===== src/rtl/cpu_seq.sv =====
// Multi-cycle sequencer for the 8-bit four-register CPU: owns A-D, carry and PC,
// fetches from a synchronous instruction ROM and commits the combinational datapath results.
module cpu_seq #(
    parameter int PC_W = 6
) (
    input  logic            clk,
    input  logic            rst,
    input  logic            start,
    input  logic            step,
    input  logic            load_en,
    input  logic [1:0]      load_sel,
    input  logic [7:0]      load_data,
    output logic            imem_rd,
    output logic [PC_W-1:0] imem_addr,
    input  logic [4:0]      imem_data,
    output logic [7:0]      comb_ain,
    output logic [7:0]      comb_bin,
    output logic [7:0]      comb_cin,
    output logic [7:0]      comb_din,
    output logic            comb_carryin,
    output logic [3:0]      comb_op,
    input  logic [7:0]      comb_aout,
    input  logic [7:0]      comb_bout,
    input  logic [7:0]      comb_cout,
    input  logic [7:0]      comb_dout,
    input  logic            comb_carryout,
    output logic            busy,
    output logic            done,
    output logic [PC_W-1:0] pc,
    output logic [7:0]      reg_a,
    output logic [7:0]      reg_b,
    output logic [7:0]      reg_c,
    output logic [7:0]      reg_d,
    output logic            carry
);

    typedef enum logic [2:0] {S_IDLE, S_FETCH, S_DECODE, S_EXEC, S_DONE} state_t;

    state_t     state;
    logic [3:0] ir;
    logic       step_mode;

    always_ff @(posedge clk) begin
        if (rst) begin
            state     <= S_IDLE;
            reg_a     <= '0;
            reg_b     <= '0;
            reg_c     <= '0;
            reg_d     <= '0;
            carry     <= 1'b0;
            pc        <= '0;
            ir        <= '0;
            step_mode <= 1'b0;
            imem_rd   <= 1'b0;
            busy      <= 1'b0;
            done      <= 1'b0;
        end else begin
            case (state)
                S_IDLE: begin
                    // start outranks step when both arrive together
                    if (start || step) begin
                        state     <= S_FETCH;
                        step_mode <= !start;
                        imem_rd   <= 1'b1;
                        busy      <= 1'b1;
                    end
                end
                S_DONE: begin
                    if (start || step) begin
                        pc        <= '0;
                        state     <= S_FETCH;
                        step_mode <= !start;
                        imem_rd   <= 1'b1;
                        busy      <= 1'b1;
                        done      <= 1'b0;
                    end
                end
                S_FETCH: begin
                    imem_rd <= 1'b0;
                    state   <= S_DECODE;
                end
                S_DECODE: begin
                    ir <= imem_data[3:0];
                    // a halt word leaves pc pointing at itself
                    if (imem_data[4]) begin
                        state <= S_DONE;
                        busy  <= 1'b0;
                        done  <= 1'b1;
                    end else begin
                        state <= S_EXEC;
                    end
                end
                S_EXEC: begin
                    reg_a <= comb_aout;
                    reg_b <= comb_bout;
                    reg_c <= comb_cout;
                    reg_d <= comb_dout;
                    carry <= comb_carryout;
                    pc    <= pc + PC_W'(1);
                    if (step_mode) begin
                        state <= S_IDLE;
                        busy  <= 1'b0;
                    end else begin
                        state   <= S_FETCH;
                        imem_rd <= 1'b1;
                    end
                end
                default: state <= S_IDLE;
            endcase

            // host writes only land while the sequencer is parked
            if (load_en && (state == S_IDLE || state == S_DONE)) begin
                case (load_sel)
                    2'd0: reg_a <= load_data;
                    2'd1: reg_b <= load_data;
                    2'd2: reg_c <= load_data;
                    2'd3: reg_d <= load_data;
                endcase
            end
        end
    end

    assign imem_addr    = pc;
    assign comb_ain     = reg_a;
    assign comb_bin     = reg_b;
    assign comb_cin     = reg_c;
    assign comb_din     = reg_d;
    assign comb_carryin = carry;
    assign comb_op      = (state == S_EXEC) ? ir : 4'h0;

endmodule


===== config.mk =====
export PLATFORM = sky130hd
export DESIGN_NAME = cpu_seq
export DESIGN_NICKNAME = d
export VERILOG_FILES = /design/src/rtl/cpu_seq.sv
export SDC_FILE = /design/constraint.sdc
export NUM_CORES = 1
export LEC_CHECK = 0
export BUFFER_PORTS_ARGS = -buffer_cell sky130_fd_sc_hd__buf_4
export CORE_ASPECT_RATIO = 1.25
export CORE_MARGIN = 1.5
export CORE_UTILIZATION = 49
export DETAILED_ROUTE_END_ITERATION = 10
export PLACE_DENSITY = 0.84
export REMOVE_ABC_BUFFERS = 1
export SETUP_SLACK_MARGIN = 0.15
export SLEW_MARGIN = 20
export SYNTH_ARGS = -nofsm -noshare
export SYNTH_HDL_FRONTEND = slang
export SYNTH_SLANG_ARGS = --single-unit

===== constraint.sdc =====
create_clock -name clk -period 4 [get_ports clk]
set_input_delay 0.8 -clock clk [delete_from_list [all_inputs] [get_ports clk]]
set_output_delay 0.8 -clock clk [all_outputs]
set_load 0.005 [all_outputs]

; Word-level counts from Yosys, hierarchy flattened
; Cells that the tools add are included.
; W data, S select, Z words.
[word_totals]
regBits = 50
input_bits = 53
out_inout_bits = 85
wordCells = 69
[classes]
n_addsub = 1
n_eq_ne = 12
mux = 28
reduce_logical = 16
[op_table]
columns = cell, count
row1 = $mux W8, 12
row2 = $pmux W3 S4, 1
row3 = $pmux W6 S2, 1
row4 = $ne A2 B2 Y1 const B, 4
row5 = $mux W1, 7
row6 = $add A6 B1 Y6 const B, 1
row7 = $eq A3 B2 Y1 const B, 2
row8 = $mux W3, 2
row9 = $mux W6, 1
row10 = $pmux W1 S3, 2
row11 = $reduce_and A3 Y1, 2
row12 = $reduce_bool A3 Y1, 2
row13 = $eq A2 B2 Y1 const B, 2
row14 = $mux W4, 1
row15 = $reduce_and A2 Y1, 2
row16 = $reduce_and A4 Y1, 1
row17 = $reduce_bool A2 Y1, 2
row18 = $eq A3 B1 Y1 const B, 1
row19 = $eq A3 B3 Y1 const B, 1
row20 = $logic_not A3 Y1, 1
row21 = $eq A2 B1 Y1 const B, 1
row22 = $logic_not A2 Y1, 1
row23 = $logic_or A1 B1 Y1, 2
row24 = $ne A2 B1 Y1 const B, 1
row25 = other kinds (4), 4

; Longest topological paths before layout
; Gate-level depths: netlist (run 1).
[depth]
depth_word = 4
depth_mapped = 6

; Least setup slack after synthesis (run 1)
; OpenSTA, ideal clock, no wires.
[synth_timing]
path_kind = reg2out
start = reg state[2]
end = out comb_op[0]
arrival_time_ns = 1.185
required_ns = 3.200
slack_ns = 2.015
stages_incl_launch_ff = 6
path_cell_list = dfxtp_1 buf_2 and3b_1 clkbuf_1 clkbuf_1 and2_1
[synth_between]
elab_chain_len = 2
[synth_rtl]
columns = element, line
row1 = "start, declared", 39  ; state_t state;
row2 = "start signal, assigned", 45  ; state <= S_IDLE;
row3 = "start signal, assigned", 62  ; state <= S_FETCH;
row4 = "start signal, assigned", 71  ; state <= S_FETCH;
row5 = $eq A3 B2 Y1, 129  ; assign comb_op = (state == S_EXEC) ? ir : 4'h0;
row6 = $mux W4, 129
row7 = "end, declared", 21  ; output logic [3:0] comb_op,
; Every way passes these cells.

; Worst setup path in the final report (run 1)
[layout_timing]
start = reg state[0]
end = out comb_op[0]
; Same word-level chain as after synthesis.

==> results of run 1 <==
## path summary, 6_finish.rpt
path / startpoint / endpoint / slack (ps)
setup reg to reg: state[0] / comb_ain[7] / 1840
hold / removal: busy / busy / 470
hold reg to reg: busy / busy / 470
setup / recovery: state[0] / comb_op[0] / 1260
## cells in the mapped netlist (all sizes together), types with 2 or more instances
master / n / area (sq um)
a311oi: 17 / 149
nor3: 20 / 100
nand2: 73 / 274
o21ai: 7 / 35.0
dfxtp: 50 / 1000
or2: 3 / 18.8
a21oi: 9 / 45.0
or3: 2 / 12.5
o31ai: 17 / 128
or4b: 2 / 20.0
nor2: 7 / 26.3
inv: 3 / 11.3
and2: 4 / 25.0
nand2b: 3 / 26.3
buf: 52 / 363
a211oi: 3 / 22.5
nand3: 2 / 10.0
nor3b: 3 / 27.5
mux2i: 5 / 50.1
clkbuf: 16 / 60.1
a31oi: 16 / 100
## cell families (layout without fill, tap and decap cells)
family / Yosys count / count (layout) / synth area share [%]
compound gates: 76 / 76 / 20.4
buf+inv: 72 / 151 / 16.7
mux: 5 / 5 / 1.91
fa+ha+maj: 1 / 1 / 0.478
flops: 50 / 50 / 38.3
simple gates: 124 / 124 / 22.2
## layout make-up
cell class | instances | area [sq um] | share of cell area, %
timing repair buffer | 139 | 1040 | 30.6
multi-input combinational | 206 | 1180 | 34.6
clock buffer | 7 | 86.3 | 2.53
clock inverter | 1 | 5.00 | 0.147
tap | 62 | 77.6 | 2.28
sequential | 50 | 1000 | 29.4
inverter | 4 | 15.0 | 0.441
## layer usage
metal | vias up | routed length [um]
met2 | 92 | 3920
li1 | 1264 | -
met3 | 12 | 383
met4 | 0 | 126
met5 | - | 0
met1 | 1226 | 2930
## flip-flops by register name, indices dropped and copies added, names as in the netlist
signal,count
busy,1
carry,1
comb_ain,8
comb_bin,8
comb_cin,8
comb_din,8
done,1
imem_addr,6
imem_rd,1
ir,4
state,3
step_mode,1
## stage by stage
step	instance area (sq um)	setup slack, ps
final	3410	1260
after global routing	3410	1150
after CTS	3410	1280
after detailed placement	3310	1580
after global placement	3310	1660
after floorplan	2190	1640
## tightest hold or removal path, cell delays in order (launching register included)
cell and delay [ps]:
dfxtp_1 330, inv_1 50, a21oi_1 50
## power groups by stage
stage	sequential [mW]	clock [mW]	combinational, mW
after global routing	0.569	0.322	0.259
after CTS	0.564	0.305	0.238
after detailed placement	0.575	0	0.237
after global placement	0.573	0	0.231
final	0.564	0.302	0.237
after floorplan	0.574	0	0.0817
==> flow_summary_export.csv, run 1 <==
group,metric,value,unit
clocking,hold_buffers,0,
setup_path,crit_slowest_cell,"and3b_1",
global_routing,grtUsageMet2,42.9,%
detailed_routing,drc_errors,0,
logic_synthesis,synth_area,2620,sq um
setup_path,critPathRequiredTime,3200,ps
die,core,5120,sq um
clocking,clk_pin_slew,90,ps
clocking,clk_latency,300,ps
logic_synthesis,yosysUniqueCellTypes,42,
detailed_routing,via_per_inst,5.53,
detailed_routing,wl_per_cell,15.7,um
timing,max_slew_margin,50.5,%
placement,gp_congestion,0.810,
detailed_routing,wirelength,7360,um
global_routing,grt_pass1_vias,2368,
placement,io_buffers,137,
setup_path,critPathKind,"register to primary output",
logic_synthesis,async_flop_share,0,%
final_layout,fill_cells,469,
timing,totalNegativeSetupSlack,0,ps
die,start_util,51.1,%
timing,rsz0062_at_grt,"no",
setup_path,critical_path_depth,3,
final_layout,diodes,0,
placement,hpwl,5410,um
die,die_x,68.4,um
logic_synthesis,ys_warn_count,0,
setup_path,critical_path.max_stage_delay,710,ps
final_layout,post-route-util,66.6,%
logic_synthesis,synth_edf_count,0,
power_and_ir_drop,p_int,0.801,mW
power_and_ir_drop,total_power,1.10,mW
global_routing,grt_busiest_layer,"met2",
logic_synthesis,avgSynthCellArea,7.98,sq um
final_layout,area_growth,30.2,%
setup_path,cp-start-kind,"register",
flow_run,maxCapViolations,0,
timing,worst_pin_slew,738,ps
min_path,worstHoldPathCells,2,
placement,place_inst,461,
detailed_routing,dr.first_iter.drc_count,246,
clocking,htreeDepth,2,
global_routing,gr-total-overflow,0,
setup_path,worst-path-max-fanout,19,
clocking,post_cts_buffers,0,
power_and_ir_drop,power.density,324,nW/um^2
clocking,clock_path_buffers,2,
timing,setup_viol,0,
final_layout,mostFrequentLayoutCells,"buf_4, nand2_1, dfxtp_1",
timing,fmax,364,MHz
timing,slew_viol_final,0,
detailed_routing,antenna_left,0,
setup_path,cp_cell_sequence,"and3b_1 -> and2_1 -> buf_4",
die,rows,29,
final_layout,drive_gt1_share,37.3,%
timing,fin_crit_sh,68.6,%
clocking,tritoncts,"yes",
power_and_ir_drop,seqPwrFrac,51.1,%
logic_synthesis,ys_ff_latch,50,
setup_path,r2r_cells,4,
setup_path,cp_top_family,"simple AND/OR/NAND/NOR gates",
power_and_ir_drop,clkPwrFrac,27.4,%
timing,fin_hold_ws,472,ps
global_routing,grt_pass1_wl,11200,um
global_routing,antenna_found_initial,0,
power_and_ir_drop,irDropWorstVdd,0.191,mV
power_and_ir_drop,switching_share,27.4,%
die,dieHeight,84.7,um
clocking,clkSinkCount,50,
clocking,ctsResizeCount,0,
die,die-area,5790,sq um
power_and_ir_drop,p_leak,1.44,nW
timing,period_needed,2740,ps
global_routing,grtUsageMet1,31.0,%
global_routing,grt_max_degree,35,
global_routing,grtUsageTotal,24.9,%
clocking,cts_root_buf,"clkbuf_8",
power_and_ir_drop,p_comb_share,21.5,%
final_layout,mostFrequentLayoutCell,"buf_4",
status,outcome,"completed",
final_layout,fin_cells,469,
detailed_routing,drtPass1Iterations,4,
power_and_ir_drop,p_sw,0.302,mW
global_routing,grt_use_met3,3.75,%
setup_path,cp-end-kind,"primary output",
logic_synthesis,seq_area_frac_synth,38.3,%
detailed_routing,vias,2594,
final_layout,nets,460,
logic_synthesis,syn_inst,328,
die,pin_count,138,
setup_path,crit_arrival,1940,ps
setup_path,cp_num_buf_inv,1,
min_path,hold_class,"register to register",
clocking,numCtsBuffers,5,
logic_synthesis,synth_ff_type,"dfxtp_1",
timing,fin_skew,7.17,ps
timing,finalHoldViolCount,0,
No activity file was read; power rests on OpenSTA's default activity.
==> run 2: changes to the inputs <==
--- a/config.mk
+++ b/config.mk
@@ -8,9 +8,9 @@
 export BUFFER_PORTS_ARGS = -buffer_cell sky130_fd_sc_hd__buf_4
 export CORE_ASPECT_RATIO = 1.25
 export CORE_MARGIN = 1.5
-export CORE_UTILIZATION = 49
+export CORE_UTILIZATION = 45
 export DETAILED_ROUTE_END_ITERATION = 10
-export PLACE_DENSITY = 0.84
+export PLACE_DENSITY = 0.78
 export REMOVE_ABC_BUFFERS = 1
 export SETUP_SLACK_MARGIN = 0.15
 export SLEW_MARGIN = 20
==> constraint.sdc (replaced) <==
create_clock -name clk -period 2.7 [get_ports clk]
set_input_delay 0.54 -clock clk [delete_from_list [all_inputs] [get_ports clk]]
set_output_delay 0.54 -clock clk [all_outputs]
set_load 0.005 [all_outputs]
==> flow_summary_export.csv, run 2 (synthesis results as in run 1) <==
group,metric,value,unit
setup_path,r2r_cells,3,
die,start_util,47.4,%
die,rows,30,
status,outcome,"completed",
die,pin_count,138,
global_routing,grt_max_degree,38,
placement,io_buffers,137,
setup_path,startpoint,"state[0]",
timing,period_needed,2040,ps
setup_path,cp-end-kind,"primary output",
clocking,ctsResizeCount,0,
timing,rsz0062_at_grt,"no",
power_and_ir_drop,irDropWorstVdd,0.307,mV
global_routing,antenna_found_initial,0,
setup_path,cp-start-kind,"register",
power_and_ir_drop,p_comb_share,19.4,%
min_path,hold_class,"primary input to register",
detailed_routing,drc_errors,0,
clocking,clkSinkCount,50,
setup_path,critPathKind,"register to primary output",
die,die_x,71.2,um
timing,slew_viol_final,0,
placement,gp_congestion,0.843,
power_and_ir_drop,p_int,1.35,mW
power_and_ir_drop,p_leak,1.47,nW
timing,totalNegativeSetupSlack,0,ps
timing,fin_skew,14.3,ps
timing,max_slew_margin,59.4,%
global_routing,gr-total-overflow,0,
clocking,clk_pin_slew,90,ps
placement,place_inst,466,
final_layout,mostFrequentLayoutCells,"buf_4, nand2_1, dfxtp_1",
setup_path,cp-endpoint,"comb_op[0]",
die,die-area,6280,sq um
setup_path,r2r-start,"state[0]",
detailed_routing,drtPass1Iterations,4,
final_layout,fin_cells,474,
timing,setup_viol,0,
timing,finalHoldViolCount,0,
power_and_ir_drop,seqPwrFrac,45.9,%
power_and_ir_drop,switching_share,25.7,%
timing,fin_crit_sh,75.6,%
global_routing,grt_pass1_wl,11400,um
detailed_routing,vias,2612,
detailed_routing,antenna_left,0,
clocking,clk_latency,310,ps
clocking,numCtsBuffers,5,
final_layout,mostFrequentLayoutCell,"buf_4",
detailed_routing,via_per_inst,5.51,
timing,worst_pin_slew,609,ps
final_layout,drive_gt1_share,38.0,%
die,dieHeight,88.3,um
clocking,post_cts_buffers,0,
clocking,cts_root_buf,"clkbuf_8",
global_routing,grt_pass1_vias,2336,
setup_path,crit_arrival,1500,ps
detailed_routing,wl_per_cell,15.6,um
power_and_ir_drop,p_sw,0.468,mW
final_layout,area_growth,32.9,%
setup_path,critPathRequiredTime,2160,ps
clocking,tritoncts,"yes",
detailed_routing,dr.first_iter.drc_count,155,
flow_run,maxCapViolations,0,
power_and_ir_drop,clkPwrFrac,34.8,%
placement,hpwl,5360,um
setup_path,worst-path-max-fanout,14,
global_routing,grtUsageTotal,22.7,%
clocking,htreeDepth,2,
final_layout,nets,463,
detailed_routing,wirelength,7400,um
power_and_ir_drop,power.density,524,nW/um^2
final_layout,diodes,0,
setup_path,worst-r2r-setup-slack,810,ps
setup_path,reg2reg_to,"comb_cin[0]",
die,core,5520,sq um
timing,fmax,490,MHz
clocking,hold_buffers,0,
clocking,clock_path_buffers,2,
[run 2: power by group through the flow]
stage / Combinational, mW / Clock [mW] / Sequential, mW
after floorplan: 0.121 / 0 / 0.851
after global placement: 0.347 / 0 / 0.851
after detailed placement: 0.353 / 0 / 0.852
after CTS: 0.354 / 0.638 / 0.836
after global routing: 0.387 / 0.667 / 0.843
final: 0.353 / 0.634 / 0.836
[run 2: final cells by class]
class                           count  area, sq um
Timing Repair Buffer              142         1070
Clock inverter                      3         68.8
Clock buffer                        5         68.8
Multi-Input combinational cell    206         1180
Tap cell                           64         80.1
Inverter                            4         15.0
Sequential cell                    50         1000
Fill cell                         503         2040
[run 2: through the flow]
stage                     total power, mW  setup slack [ps]  util (%)  area, sq um  hold WS, ps
final                                1.82               660      63.0         3480          446
after global routing                 1.90               567      63.0         3480          433
after CTS                            1.83               668      63.0         3480          438
after detailed placement             1.21               709      60.5         3340          443
after global placement               1.20               755      60.5         3340          442
after floorplan                     0.972               597         -         2190          442
[run 2: per-layer routing]
layer / global-route usage [%] / wire, um / vias to the layer above
met5: 0 / 0 / -
met3: 3.87 / 547 / 10
li1: - / - / 1281
met2: 40.0 / 3830 / 112
met1: 28.2 / 2930 / 1209
met4: 7.03 / 96 / 0
[run 2: worst max-delay path, stage by stage, from the launching register on]
cell	delay, ps
dfxtp_1	620
and3b_1	320
and2_1	150
buf_4	100
[run 2: worst min path at each step]
stage / slack [ps] / start / depth (start not counted) / endpoint
finish: 450 / start / 2 / step_mode
global route: 430 / start / 2 / step_mode
CTS: 440 / start / 2 / step_mode
detailed placement: 440 / busy / 2 / busy
global placement: 440 / busy / 2 / busy
floorplan: 440 / busy / 2 / busy
==> run 3: changes to the inputs <==
--- a/config.mk
+++ b/config.mk
@@ -8,9 +8,9 @@
 export BUFFER_PORTS_ARGS = -buffer_cell sky130_fd_sc_hd__buf_4
 export CORE_ASPECT_RATIO = 1.25
 export CORE_MARGIN = 1.5
-export CORE_UTILIZATION = 45
+export CORE_UTILIZATION = 41
 export DETAILED_ROUTE_END_ITERATION = 10
-export PLACE_DENSITY = 0.78
+export PLACE_DENSITY = 0.75
 export REMOVE_ABC_BUFFERS = 1
 export SETUP_SLACK_MARGIN = 0.15
 export SLEW_MARGIN = 20
==> constraint.sdc (replaced) <==
create_clock -name clk -period 1.7 [get_ports clk]
set_input_delay 0.34 -clock clk [delete_from_list [all_inputs] [get_ports clk]]
set_output_delay 0.34 -clock clk [all_outputs]
set_load 0.005 [all_outputs]
==> flow_summary_export.csv, run 3 (synthesis results as in run 1) <==
group,metric,value,unit
die,start_util,42.4,%
clocking,clk_latency,290,ps
die,die_x,74.5,um
global_routing,grt_pass1_wl,11900,um
setup_path,crit_arrival,1330,ps
detailed_routing,wl_per_cell,15.3,um
timing,slew_viol_final,0,
clocking,clock_path_buffers,2,
detailed_routing,wl_met2,4190,um
clocking,clk_pin_slew,90,ps
die,dieHeight,92.3,um
timing,finalHoldViolCount,0,
clocking,hold_buffers,0,
setup_path,cp_cell_sequence,"buf_6 -> and3b_2 -> buf_6 -> and2_4 -> buf_6",
status,outcome,"completed",
timing,max_slew_margin,64.0,%
placement,place_inst,498,
final_layout,fin_cells,523,
detailed_routing,drc_errors,0,
final_layout,nets,491,
final_layout,mostFrequentLayoutCell,"buf_4",
power_and_ir_drop,total_power,2.80,mW
timing,fin_skew,5.34,ps
final_layout,mostFrequentLayoutCells,"buf_4, nand2_1, dfxtp_1",
power_and_ir_drop,p_leak,1.66,nW
global_routing,antenna_found_initial,0,
detailed_routing,drtPass1Iterations,5,
global_routing,grt_pass1_vias,2494,
placement,gp_congestion,0.877,
setup_path,critPathRequiredTime,1360,ps
die,rows,32,
setup_path,r2r_cells,4,
clocking,cts_root_buf,"clkbuf_8",
final_layout,drive_gt1_share,44.5,%
min_path,worstHoldPathCells,2,
timing,setup_viol,0,
setup_path,cp-start-kind,"register",
setup_path,critPathKind,"register to primary output",
timing,fmax,599,MHz
detailed_routing,wl_met3,508,um
placement,hpwl,5620,um
final_layout,area_growth,47.0,%
clocking,clkSinkCount,50,
setup_path,cp_common_cell,"buf_6",
setup_path,worst-path-max-fanout,3,
global_routing,grt_max_degree,26,
timing,worst_pin_slew,538,ps
timing,period_needed,1670,ps
flow_run,maxCapViolations,0,
detailed_routing,antenna_left,0,
global_routing,gr-total-overflow,0,
die,pin_count,138,
final_layout,diodes,0,
detailed_routing,vias,2762,
global_routing,grtUsageTotal,22.2,%
power_and_ir_drop,irDropWorstVdd,0.408,mV
detailed_routing,wirelength,8010,um
detailed_routing,dr.first_iter.drc_count,224,
placement,io_buffers,137,
setup_path,crit_slowest_cell,"dfxtp_2",
die,core,6170,sq um
detailed_routing,drt-met1-wl,3060,um
clocking,numCtsBuffers,5,
timing,rsz0062_at_grt,"yes",
final_layout,fill_cells,570,
die,die-area,6870,sq um
timing,fin_crit_sh,98.3,%
detailed_routing,via_per_inst,5.28,
min_path,hold_class,"primary input to register",
power_and_ir_drop,power.density,728,nW/um^2
detailed_routing,top_layer_used,"met4",
setup_path,critical_path.max_stage_delay,340,ps
clocking,tritoncts,"yes",
setup_path,cp-end-kind,"primary output",
clocking,htreeDepth,2,
run 3: metal layers:
layer | vias up | global-route usage (%)
met1 | 1294 | 27.1
met3 | 18 | 3.26
met2 | 116 | 38.8
li1 | 1334 | -
met4 | 0 | 7.27
met5 | - | 0
run 3: worst paths after layout:
check / startpoint / endpoint / slack [ps]
setup / recovery: state[0] / comb_op[3] / 30
hold / removal: start / step_mode / 270
setup reg to reg: state[0] / comb_cin[4] / 140
hold reg to reg: busy / busy / 460
run 3: area by class of cell:
class | count | area [sq um] | share of cell area [%]
Clock buffer | 7 | 76.3 | 1.99
Clock inverter | 1 | 30.0 | 0.781
Inverter | 4 | 15.0 | 0.390
Multi-Input combinational cell | 206 | 1220 | 31.8
Sequential cell | 50 | 1000 | 26.1
Tap cell | 85 | 106 | 2.77
Timing Repair Buffer | 170 | 1390 | 36.2
run 3: per-stage QoR:
| stage | instance area [sq um] | util (%) | hold slack, ps | setup WS, ps | setup TNS (ps) |
|---|---|---|---|---|---|
| detailed placement | 3460 | 56.1 | 448 | 19.0 | 0 |
| global placement | 3460 | 56.1 | 443 | 26.1 | 0 |
| global route | 3840 | 62.4 | 262 | -20.4 | -50.3 |
| CTS | 3680 | 59.7 | 256 | 23.0 | 0 |
| floorplan | 2190 | - | 409 | -377 | -3130 |
| finish | 3840 | 62.4 | 266 | 29.2 | 0 |
run 3: where the power goes:
group	total (mW)	internal, mW	switching (mW)	leakage (nW)
combinational	0.664	0.379	0.284	1.19
sequential	1.32	1.25	0.0667	0.408
clock	0.818	0.441	0.377	0.0524
total	2.80	2.07	0.728	1.66
run 3: repair_timing:
action / 4_1_cts / 5_1_grt
gates cloned: 1 / 3
endpoints found under the setup margin: 22 / 43
gates resized for setup: 17 / 14
pin swaps: 4 / 8
buffers inserted: 4 / 9
hold endpoints to repair: 0 / 0
run 3: critical path: cells and delay by family (launching register included):
kind | cells | cell delay (ps)
buffers and inverters | 3 | 350
flip-flops | 1 | 340
AND/OR/NAND/NOR | 2 | 350
